File: src/rtl/uart_rx_sampler.sv
// 8N1 UART receiver: 2-flop synchronized rxd, mid-bit sampling, CPB latched per frame.
// Optional parity stage under `UART_RX_PARITY_EN` (adds par_odd input and parity_err strobe).
module uart_rx_sampler #(
  parameter int CPB_MIN   = 26,
  parameter int DATA_BITS = 8
) (
  input  logic                 clk_in,
  input  logic                 rst_n,
  input  logic                 s0,
  input  logic                 s1,
  input  logic                 rxd,
`ifdef UART_RX_PARITY_EN
  input  logic                 par_odd,
`endif
  output logic [DATA_BITS-1:0] rx_data,
  output logic                 rx_valid,
  output logic                 frame_err,
`ifdef UART_RX_PARITY_EN
  output logic                 parity_err,
`endif
  output logic                 busy
);

  localparam int CW = $clog2(8 * CPB_MIN);
  localparam int IW = $clog2(DATA_BITS);

  typedef enum logic [2:0] {
    S_IDLE, S_START, S_DATA, S_PARITY, S_STOP, S_BREAK
  } state_t;

  state_t               state_q, state_d;
  logic                 sync1_q, sync1_d, sync2_q, sync2_d;
  logic [CW-1:0]        cnt_q, cnt_d;
  logic [CW-1:0]        cpb_m1_q, cpb_m1_d;
  logic [IW-1:0]        idx_q, idx_d;
  logic [DATA_BITS-1:0] shift_q, shift_d;
  logic [DATA_BITS-1:0] rx_data_q, rx_data_d;
  logic                 rx_valid_q, rx_valid_d;
  logic                 frame_err_q, frame_err_d;
  logic                 busy_q, busy_d;
  logic [CW-1:0]        cpb_m1_sel;
  logic                 rxd_s;
`ifdef UART_RX_PARITY_EN
  logic                 par_odd_q, par_odd_d;
  logic                 par_bad_q, par_bad_d;
  logic                 parity_err_q, parity_err_d;
`endif

  assign rxd_s = sync2_q;

  // Held as CPB-1 so the register never needs more than the counter width.
  always_comb begin
    case ({s1, s0})
      2'b00:   cpb_m1_sel = CW'(8 * CPB_MIN - 1);
      2'b01:   cpb_m1_sel = CW'(4 * CPB_MIN - 1);
      2'b10:   cpb_m1_sel = CW'(2 * CPB_MIN - 1);
      default: cpb_m1_sel = CW'(CPB_MIN - 1);
    endcase
  end

  always_comb begin
    state_d     = state_q;
    sync1_d     = rxd;
    sync2_d     = sync1_q;
    cnt_d       = cnt_q + CW'(1);
    cpb_m1_d    = cpb_m1_q;
    idx_d       = idx_q;
    shift_d     = shift_q;
    rx_data_d   = rx_data_q;
    rx_valid_d  = 1'b0;
    frame_err_d = 1'b0;
`ifdef UART_RX_PARITY_EN
    par_odd_d    = par_odd_q;
    par_bad_d    = par_bad_q;
    parity_err_d = 1'b0;
`endif
    case (state_q)
      S_IDLE: begin
        if (!rxd_s) begin
          state_d  = S_START;
          cnt_d    = '0;
          cpb_m1_d = cpb_m1_sel;
`ifdef UART_RX_PARITY_EN
          par_odd_d = par_odd;
`endif
        end
      end
      S_START: begin
        // CPB is even, so (CPB-1)>>1 equals CPB/2-1.
        if (cnt_q == (cpb_m1_q >> 1)) begin
          cnt_d   = '0;
          state_d = rxd_s ? S_IDLE : S_DATA;
          idx_d   = '0;
        end
      end
      S_DATA: begin
        if (cnt_q == cpb_m1_q) begin
          cnt_d          = '0;
          shift_d[idx_q] = rxd_s;
          idx_d          = idx_q + IW'(1);
          if (idx_q == IW'(DATA_BITS - 1)) begin
`ifdef UART_RX_PARITY_EN
            state_d = S_PARITY;
`else
            state_d = S_STOP;
`endif
          end
        end
      end
`ifdef UART_RX_PARITY_EN
      S_PARITY: begin
        if (cnt_q == cpb_m1_q) begin
          cnt_d     = '0;
          par_bad_d = (^shift_q) ^ rxd_s ^ par_odd_q;
          state_d   = S_STOP;
        end
      end
`endif
      S_STOP: begin
        // Leaving at mid stop bit lets an immediately following start edge be caught.
        if (cnt_q == cpb_m1_q) begin
          cnt_d = '0;
          if (rxd_s) begin
            rx_data_d  = shift_q;
            rx_valid_d = 1'b1;
`ifdef UART_RX_PARITY_EN
            parity_err_d = par_bad_q;
`endif
            state_d = S_IDLE;
          end else begin
            frame_err_d = 1'b1;
            state_d     = S_BREAK;
          end
        end
      end
      S_BREAK: begin
        if (rxd_s) begin
          cnt_d   = '0;
          state_d = S_IDLE;
        end
      end
      default: begin
        cnt_d   = '0;
        state_d = S_IDLE;
      end
    endcase
    busy_d = (state_d != S_IDLE);
  end

  always_ff @(posedge clk_in) begin
    if (!rst_n) begin
      state_q     <= S_IDLE;
      sync1_q     <= 1'b1;
      sync2_q     <= 1'b1;
      cnt_q       <= '0;
      cpb_m1_q    <= '0;
      idx_q       <= '0;
      shift_q     <= '0;
      rx_data_q   <= '0;
      rx_valid_q  <= 1'b0;
      frame_err_q <= 1'b0;
      busy_q      <= 1'b0;
`ifdef UART_RX_PARITY_EN
      par_odd_q    <= 1'b0;
      par_bad_q    <= 1'b0;
      parity_err_q <= 1'b0;
`endif
    end else begin
      state_q     <= state_d;
      sync1_q     <= sync1_d;
      sync2_q     <= sync2_d;
      cnt_q       <= cnt_d;
      cpb_m1_q    <= cpb_m1_d;
      idx_q       <= idx_d;
      shift_q     <= shift_d;
      rx_data_q   <= rx_data_d;
      rx_valid_q  <= rx_valid_d;
      frame_err_q <= frame_err_d;
      busy_q      <= busy_d;
`ifdef UART_RX_PARITY_EN
      par_odd_q    <= par_odd_d;
      par_bad_q    <= par_bad_d;
      parity_err_q <= parity_err_d;
`endif
    end
  end

  assign rx_data   = rx_data_q;
  assign rx_valid  = rx_valid_q;
  assign frame_err = frame_err_q;
  assign busy      = busy_q;
`ifdef UART_RX_PARITY_EN
  assign parity_err = parity_err_q;
`endif

endmodule

File: config.mk
export PLATFORM = sky130hd
export DESIGN_NAME = uart_rx_sampler
export DESIGN_NICKNAME = d
export VERILOG_FILES = /design/src/rtl/uart_rx_sampler.sv
export SDC_FILE = /design/constraint.sdc
export NUM_CORES = 1
export LEC_CHECK = 0
export ABC_AREA = 1
export CORE_ASPECT_RATIO = 0.6
export CORE_MARGIN = 1.5
export CORE_UTILIZATION = 50
export DETAILED_ROUTE_END_ITERATION = 10
export PLACE_DENSITY_LB_ADDON = 0.12
export SYNTH_ARGS = -nofsm -noshare
export SYNTH_HDL_FRONTEND = slang
export SYNTH_SLANG_ARGS = --single-unit
export TNS_END_PERCENT = 10
File: constraint.sdc
create_clock -name clk_in -period 1.7 [get_ports clk_in]
set_input_delay 0.34 -clock clk_in [delete_from_list [all_inputs] [get_ports clk_in]]
set_output_delay 0.34 -clock clk_in [all_outputs]
set_load 0.005 [all_outputs]
==> impl_metrics.py, run 1 <==
metrics = {
    "clocking": {
        "cts_buffers": 5,
        "cts_tree": "done",
        "clock_path_buffers": 2,
        "clock_latency_ns": 0.30,
        "cts_setup_buffers": 0,
        "cts_sinks": 42,
        "htreeDepth": 2,
        "path_clk_slew_ns": 0.09,
        "root_buffer": "clkbuf_8",
    },
    "worst_setup_path": {
        "cp_max_fo": 6,
        "r2r_start": "cpb_m1_q[3]",
        "worst_setup_path_end_kind": "register",
        "ff2ff_path_depth": 9,
        "rrSetupSlack_ns": 0.15,
        "r2r-end": "cnt_q[3]",
        "required_ns": 1.88,
        "cp.arrival_ns": 1.74,
        "crit_type": "register to register",
        "start_kind": "register",
    },
    "yosys": {
        "synth.distinct_cells": 31,
        "synth_nets": 337,
        "synth_area_mm2": 0.00218,
        "ys_warn_count": 0,
        "synth-seq-cells": 42,
        "ys_seq_area_share_pct": 38.6,
        "avgSynthCellArea_um2": 6.70,
        "syn_inst": 325,
    },
    "pwr": {
        "powerDensity_mw_per_mm2": 874,
        "irDropWorstVdd_mv": 0.440,
        "power_leakage_uw": 0.00121,
    },
    "route": {
        "post-route-drc-count": 0,
        "firstDrtPassIters": 6,
        "vias": 2043,
        "drt_iter0_markers": 199,
        "via_per_inst": 4.92,
        "wire_per_inst_um": 11.8,
        "drtAntennaViolNets": 0,
        "routed_wirelength_mm": 4.90,
    },
    "sta": {
        "tightest_slew_ns": 0.388,
        "rsz0062_at_grt": "no",
        "max-slew-margin-rel_pct": 73.9,
        "final.setup.worst_slack_ns": 0.148,
        "slew_violations": 0,
        "clock_skew_ns": 0.00514,
        "post-route-period-util_pct": 91.3,
        "finalSetupViolations": 0,
        "hold_violations": 0,
        "fmax_mhz": 644,
        "tns_ns": 0,
        "min_period_ns": 1.55,
    },
    "final_layout": {
        "n_fill_cell": 391,
        "fin_nets": 366,
        "antenna_cells": 0,
        "drive_above_1_share_pct": 13.5,
        "multi_input_area_mm2": 0.00114,
        "regArea_um2": 853,
        "final_util_pct": 63.6,
        "area_growth_pct": 21.1,
    },
    "hold_path": {
        "min_to": "rxd_s",
        "holdCritPathClass": "register to register",
        "hold_depth": 1,
        "hold_start": "sync1_q",
    },
    "die": {
        "die_w_um": 88.2,
        "ios": 16,
        "start_util_pct": 52.6,
        "die-area_mm2": 0.00477,
        "core.rowCount": 18,
        "die_h_um": 54.1,
        "core_area_mm2": 0.00414,
    },
    "placed_design": {
        "dp_slack_ns": 0.0541,
        "port_buffers": 15,
        "hpwl_mm": 3.69,
        "globalplace.congestion": 0.902,
    },
    "global_route": {
        "grt_pass1_vias": 1577,
        "antenna_found_initial": 0,
        "grt_pass1_wl_mm": 7.85,
        "gr-total-overflow": 0,
        "grtUsageTotal_pct": 22.3,
        "grt_max_degree": 17,
    },
    "job": {
        "drv_cap": 0,
    },
    "status": {
        "status": "completed",
    },
}
placed cells by master, fill, tap and decap left out, types with 2 or more instances in the layout:
master,instances
nand2_4,2
o21ai_0,4
a21oi_1,20
xnor2_1,3
xor2_1,3
a22oi_1,2
nand4_1,11
clkinv_1,2
nand3_1,20
dfxtp_2,10
nand3_2,2
nor2_1,37
dfxtp_1,32
clkbuf_8,5
ha_1,7
inv_1,40
or2_2,2
bufinv_16,2
nor2_2,2
o21ai_1,6
inv_2,2
buf_4,15
clkdlybuf4s50_1,15
nand2_1,97
nor3_1,4
power breakdown:
group | leakage, µW | switching, µW | internal [µW]
registers | 0.000345 | 30.6 | 1010
logic | 0.000798 | 189 | 125
clock network | 0.0000683 | 364 | 589
cells by family (layout without fill, tap and decap cells):
family                     Yosys count  count (layout)  synth area share (%)
and+or+nand+nor                    181             182                  36.4
AOI/OAI and AO/OA                   35              35                  8.62
buffers and inverters               54              83                  9.99
adders and majority gates            7               7                  4.02
DFF                                 42              42                  38.6
xor gates and xnor gates             6               6                  2.41
routing by layer:
metal	part of all wire (%)	routed length, µm	track usage, %
met5	0	0	0
met4	0.61	30	5.47
met3	6.5	318	5.52
met2	33	1600	24.9
met1	60	2950	38.1
cell usage after synthesis, drive strengths merged:
library cell | n | area share (%)
a211oi | 1 | 0.34
a21oi | 21 | 5.0
a22oi | 2 | 0.69
a31oi | 1 | 0.29
buf | 3 | 1.1
clkbuf | 6 | 1.0
clkinv | 3 | 0.57
dfxtp | 42 | 39
ha | 7 | 4.0
inv | 42 | 7.2
nand2 | 100 | 18
nand3 | 22 | 5.5
nand3b | 1 | 0.34
nand4 | 11 | 3.2
nor2 | 40 | 7.8
nor3 | 4 | 0.92
nor4 | 1 | 0.29
o21ai | 10 | 2.3
or2 | 2 | 0.57
xnor2 | 3 | 1.2
xor2 | 3 | 1.2
critical path: stages, from the launching register on:
cell and delay (ns):
dfxtp_2 0.39, inv_1 0.07, a21oi_1 0.12, nand2_1 0.10, nor2_1 0.16, nand2_1 0.08
a21oi_2 0.15, nand3_1 0.10, nand2_1 0.21, nor2_1 0.07
state kept, by name, indices dropped and copies added, names as in the netlist:
signal     count
busy           1
cnt_q          8
cpb_m1_q       7
frame_err      1
idx_q          3
rx_data        8
rx_valid       1
rxd_s          1
shift_q        8
state_q        3
sync1_q        1
final cells by class:
cell class              instances  share of cell area (%)
repair buffers                 30                    9.96
well taps                      60                    2.85
inverters                      45                    6.45
flip-flops and latches         42                    32.4
multi-input cells             230                    43.2
clock buffers                   5                    2.61
clock inverters                 3                    2.61
worst max path at each step:
stage	startpoint	end	slack (ns)	depth (start not counted)
after floorplan	cnt_q[4]	cnt_q[0]	0.31	9
after global placement	cnt_q[5]	rx_data[0]	0.06	9
after detailed placement	s0	cpb_m1_q[7]	0.05	6
after CTS	cnt_q[5]	idx_q[0]	0.05	11
after global routing	cnt_q[5]	idx_q[0]	0.02	11
final	cpb_m1_q[3]	cnt_q[3]	0.15	9
metrics by stage:
step,total power [µW],instance area (µm²),hold WS [ns],std cells
after floorplan,1260,2180,0.393,325
after global placement,1340,2470,0.394,406
after detailed placement,1340,2470,0.405,406
after CTS,2300,2610,0.432,414
after global routing,2400,2640,0.451,415
final,2310,2640,0.433,415
repair_timing:
action | CTS | global route
resized for setup | 0 | 12
hold buffers | 0 | 0
endpoints found under the setup margin | 0 | 28
No activity file was read; power rests on OpenSTA's default activity.
==> run 2, diff against run 1 <==
--- a/config.mk
+++ b/config.mk
@@ -6,6 +6,7 @@
 export NUM_CORES = 1
 export LEC_CHECK = 0
 export ABC_AREA = 1
+export CAP_MARGIN = 20
 export CORE_ASPECT_RATIO = 0.6
 export CORE_MARGIN = 1.5
 export CORE_UTILIZATION = 50
==> results of run 2 <==
The final DEF is identical to that of run 1; final timing and power are the same.
==> run 3, diff against run 2 <==
--- a/config.mk
+++ b/config.mk
@@ -11,7 +11,7 @@
 export CORE_MARGIN = 1.5
 export CORE_UTILIZATION = 50
 export DETAILED_ROUTE_END_ITERATION = 10
-export PLACE_DENSITY_LB_ADDON = 0.12
+export PLACE_DENSITY = 0.7
 export SYNTH_ARGS = -nofsm -noshare
 export SYNTH_HDL_FRONTEND = slang
 export SYNTH_SLANG_ARGS = --single-unit
==> run 3 against run 2 <==
Non-clock buffer count shrank 3. Critical path depth rose by 1. Sequential power barely moved. Clock skew is 0.0054 ns higher. Flip-flop and latch count unchanged. Critical path type unchanged.
==> impl_metrics.py, run 3 (synthesis gave the netlist of run 1 again) <==
metrics = {
    "job": {
        "drv_cap": 0,
    },
    "final_layout": {
        "final_common_cell": "nand2_1",
        "regArea_um2": 851,
        "fin_nets": 362,
        "antenna_cells": 0,
        "area_growth_pct": 18.6,
        "final_cells": 411,
        "most-common-layout-cells": "nand2_1, inv_1, nor2_1",
        "n_fill_cell": 409,
        "drive_above_1_share_pct": 12.5,
        "multi_input_area_mm2": 0.00113,
    },
    "die": {
        "core_area_mm2": 0.00414,
        "die_w_um": 88.2,
        "die_h_um": 54.1,
        "ios": 16,
        "start_util_pct": 52.6,
        "core.rowCount": 18,
        "die-area_mm2": 0.00477,
    },
    "sta": {
        "hold_violations": 0,
        "timing.hold.ws_ns": 0.445,
        "slew_violations": 0,
        "tns_ns": 0,
        "max-slew-margin-rel_pct": 71.9,
        "tightest_slew_ns": 0.421,
        "min_period_ns": 1.56,
        "fmax_mhz": 642,
        "clock_skew_ns": 0.0105,
        "rsz0062_at_grt": "no",
        "finalSetupViolations": 0,
        "post-route-period-util_pct": 91.7,
    },
    "clocking": {
        "cts_buffers": 5,
        "root_buffer": "clkbuf_8",
        "cts_sinks": 42,
        "htreeDepth": 2,
        "clock_latency_ns": 0.30,
        "clock_path_buffers": 2,
        "cts_tree": "done",
        "path_clk_slew_ns": 0.09,
        "cts_setup_buffers": 0,
    },
    "route": {
        "drtAntennaViolNets": 0,
        "wire_per_inst_um": 11.5,
        "vias": 1992,
        "drt_iter0_markers": 126,
        "firstDrtPassIters": 4,
        "via_per_inst": 4.85,
        "routed_wirelength_mm": 4.74,
        "post-route-drc-count": 0,
    },
    "placed_design": {
        "dp.cells": 403,
        "hpwl_mm": 3.69,
        "globalplace.congestion": 0.974,
        "port_buffers": 15,
    },
    "hold_path": {
        "hold_depth": 1,
        "holdCritPathClass": "register to register",
    },
    "global_route": {
        "grt_pass1_wl_mm": 7.98,
        "grt_max_degree": 26,
        "grtUsageTotal_pct": 22.5,
        "grt_pass1_vias": 1623,
        "gr-total-overflow": 0,
        "antenna_found_initial": 0,
    },
    "worst_setup_path": {
        "required_ns": 1.89,
        "start_kind": "register",
        "crit_top_cell": "nand2_1",
        "path_buf_inv": 1,
        "ff2ff_path_depth": 10,
        "worst-path-stages": 10,
        "slowest_delay_ns": 0.34,
        "crit_type": "register to register",
        "critPathSlowestCell": "dfxtp_1",
        "worst_setup_path_end_kind": "register",
        "crit_family": "simple AND/OR/NAND/NOR gates",
        "cp.arrival_ns": 1.75,
        "cp_cell_sequence": "inv_1 -> nand2_1 -> nand2_1 -> nand2_1 -> nor2_1 -> nand2_1 -> a21oi_2 -> nand3_1 -> nand2_4 -> nor2_1",
        "cp_max_fo": 6,
    },
    "pwr": {
        "irDropWorstVdd_mv": 0.422,
        "powerDensity_mw_per_mm2": 816,
        "power_leakage_uw": 0.00118,
    },
    "status": {
        "status": "completed",
    },
}
## run 3: layer usage
metal	global-route usage, %	part of all wire (%)	vias to the layer above
met3	5.67	7.6	4
met4	6.25	0.42	0
li1	-	-	1075
met2	27.1	34	50
met5	0	0	-
met1	36.8	58	863
## run 3: final timing paths
check | from | end | slack, ns
max | cpb_m1_q[7] | cnt_q[6] | 0.14
min | sync1_q | rxd_s | 0.44
max reg2reg | cpb_m1_q[7] | cnt_q[6] | 0.14
min reg2reg | sync1_q | rxd_s | 0.44
## run 3: final cells by class
type / instances / area share (%)
clock inverters: 3 / 1.74
well taps: 60 / 2.91
flip-flops and latches: 42 / 32.9
inverters: 45 / 6.59
clock buffers: 5 / 2.66
multi-input cells: 229 / 43.8
repair buffers: 27 / 9.30
## run 3: where the power goes
group | switching (µW) | internal (µW) | leakage [µW] | total (µW)
sequential | 28.5 | 1010 | 0.000344 | 1040
combinational | 174 | 106 | 0.000784 | 280
clock | 356 | 437 | 0.0000504 | 793
## run 3: stage by stage
step                      cell area, µm²  total power [µW]  utilization, %  worst slack, ns
after floorplan                     2180              1260               -            0.311
after global placement              2450              1320            59.0           0.0925
after detailed placement            2450              1330            59.0           0.0681
after CTS                           2560              2120            61.8           0.0568
after global routing                2580              2210            62.3         0.000363
final                               2580              2110            62.3            0.142
## run 3: what timing repair did
| item | in CTS | in global routing |
|---|---|---|
| gates resized for setup | 0 | 12 |
| endpoints found under the setup margin | 0 | 20 |
| hold buffers | 0 | 0 |
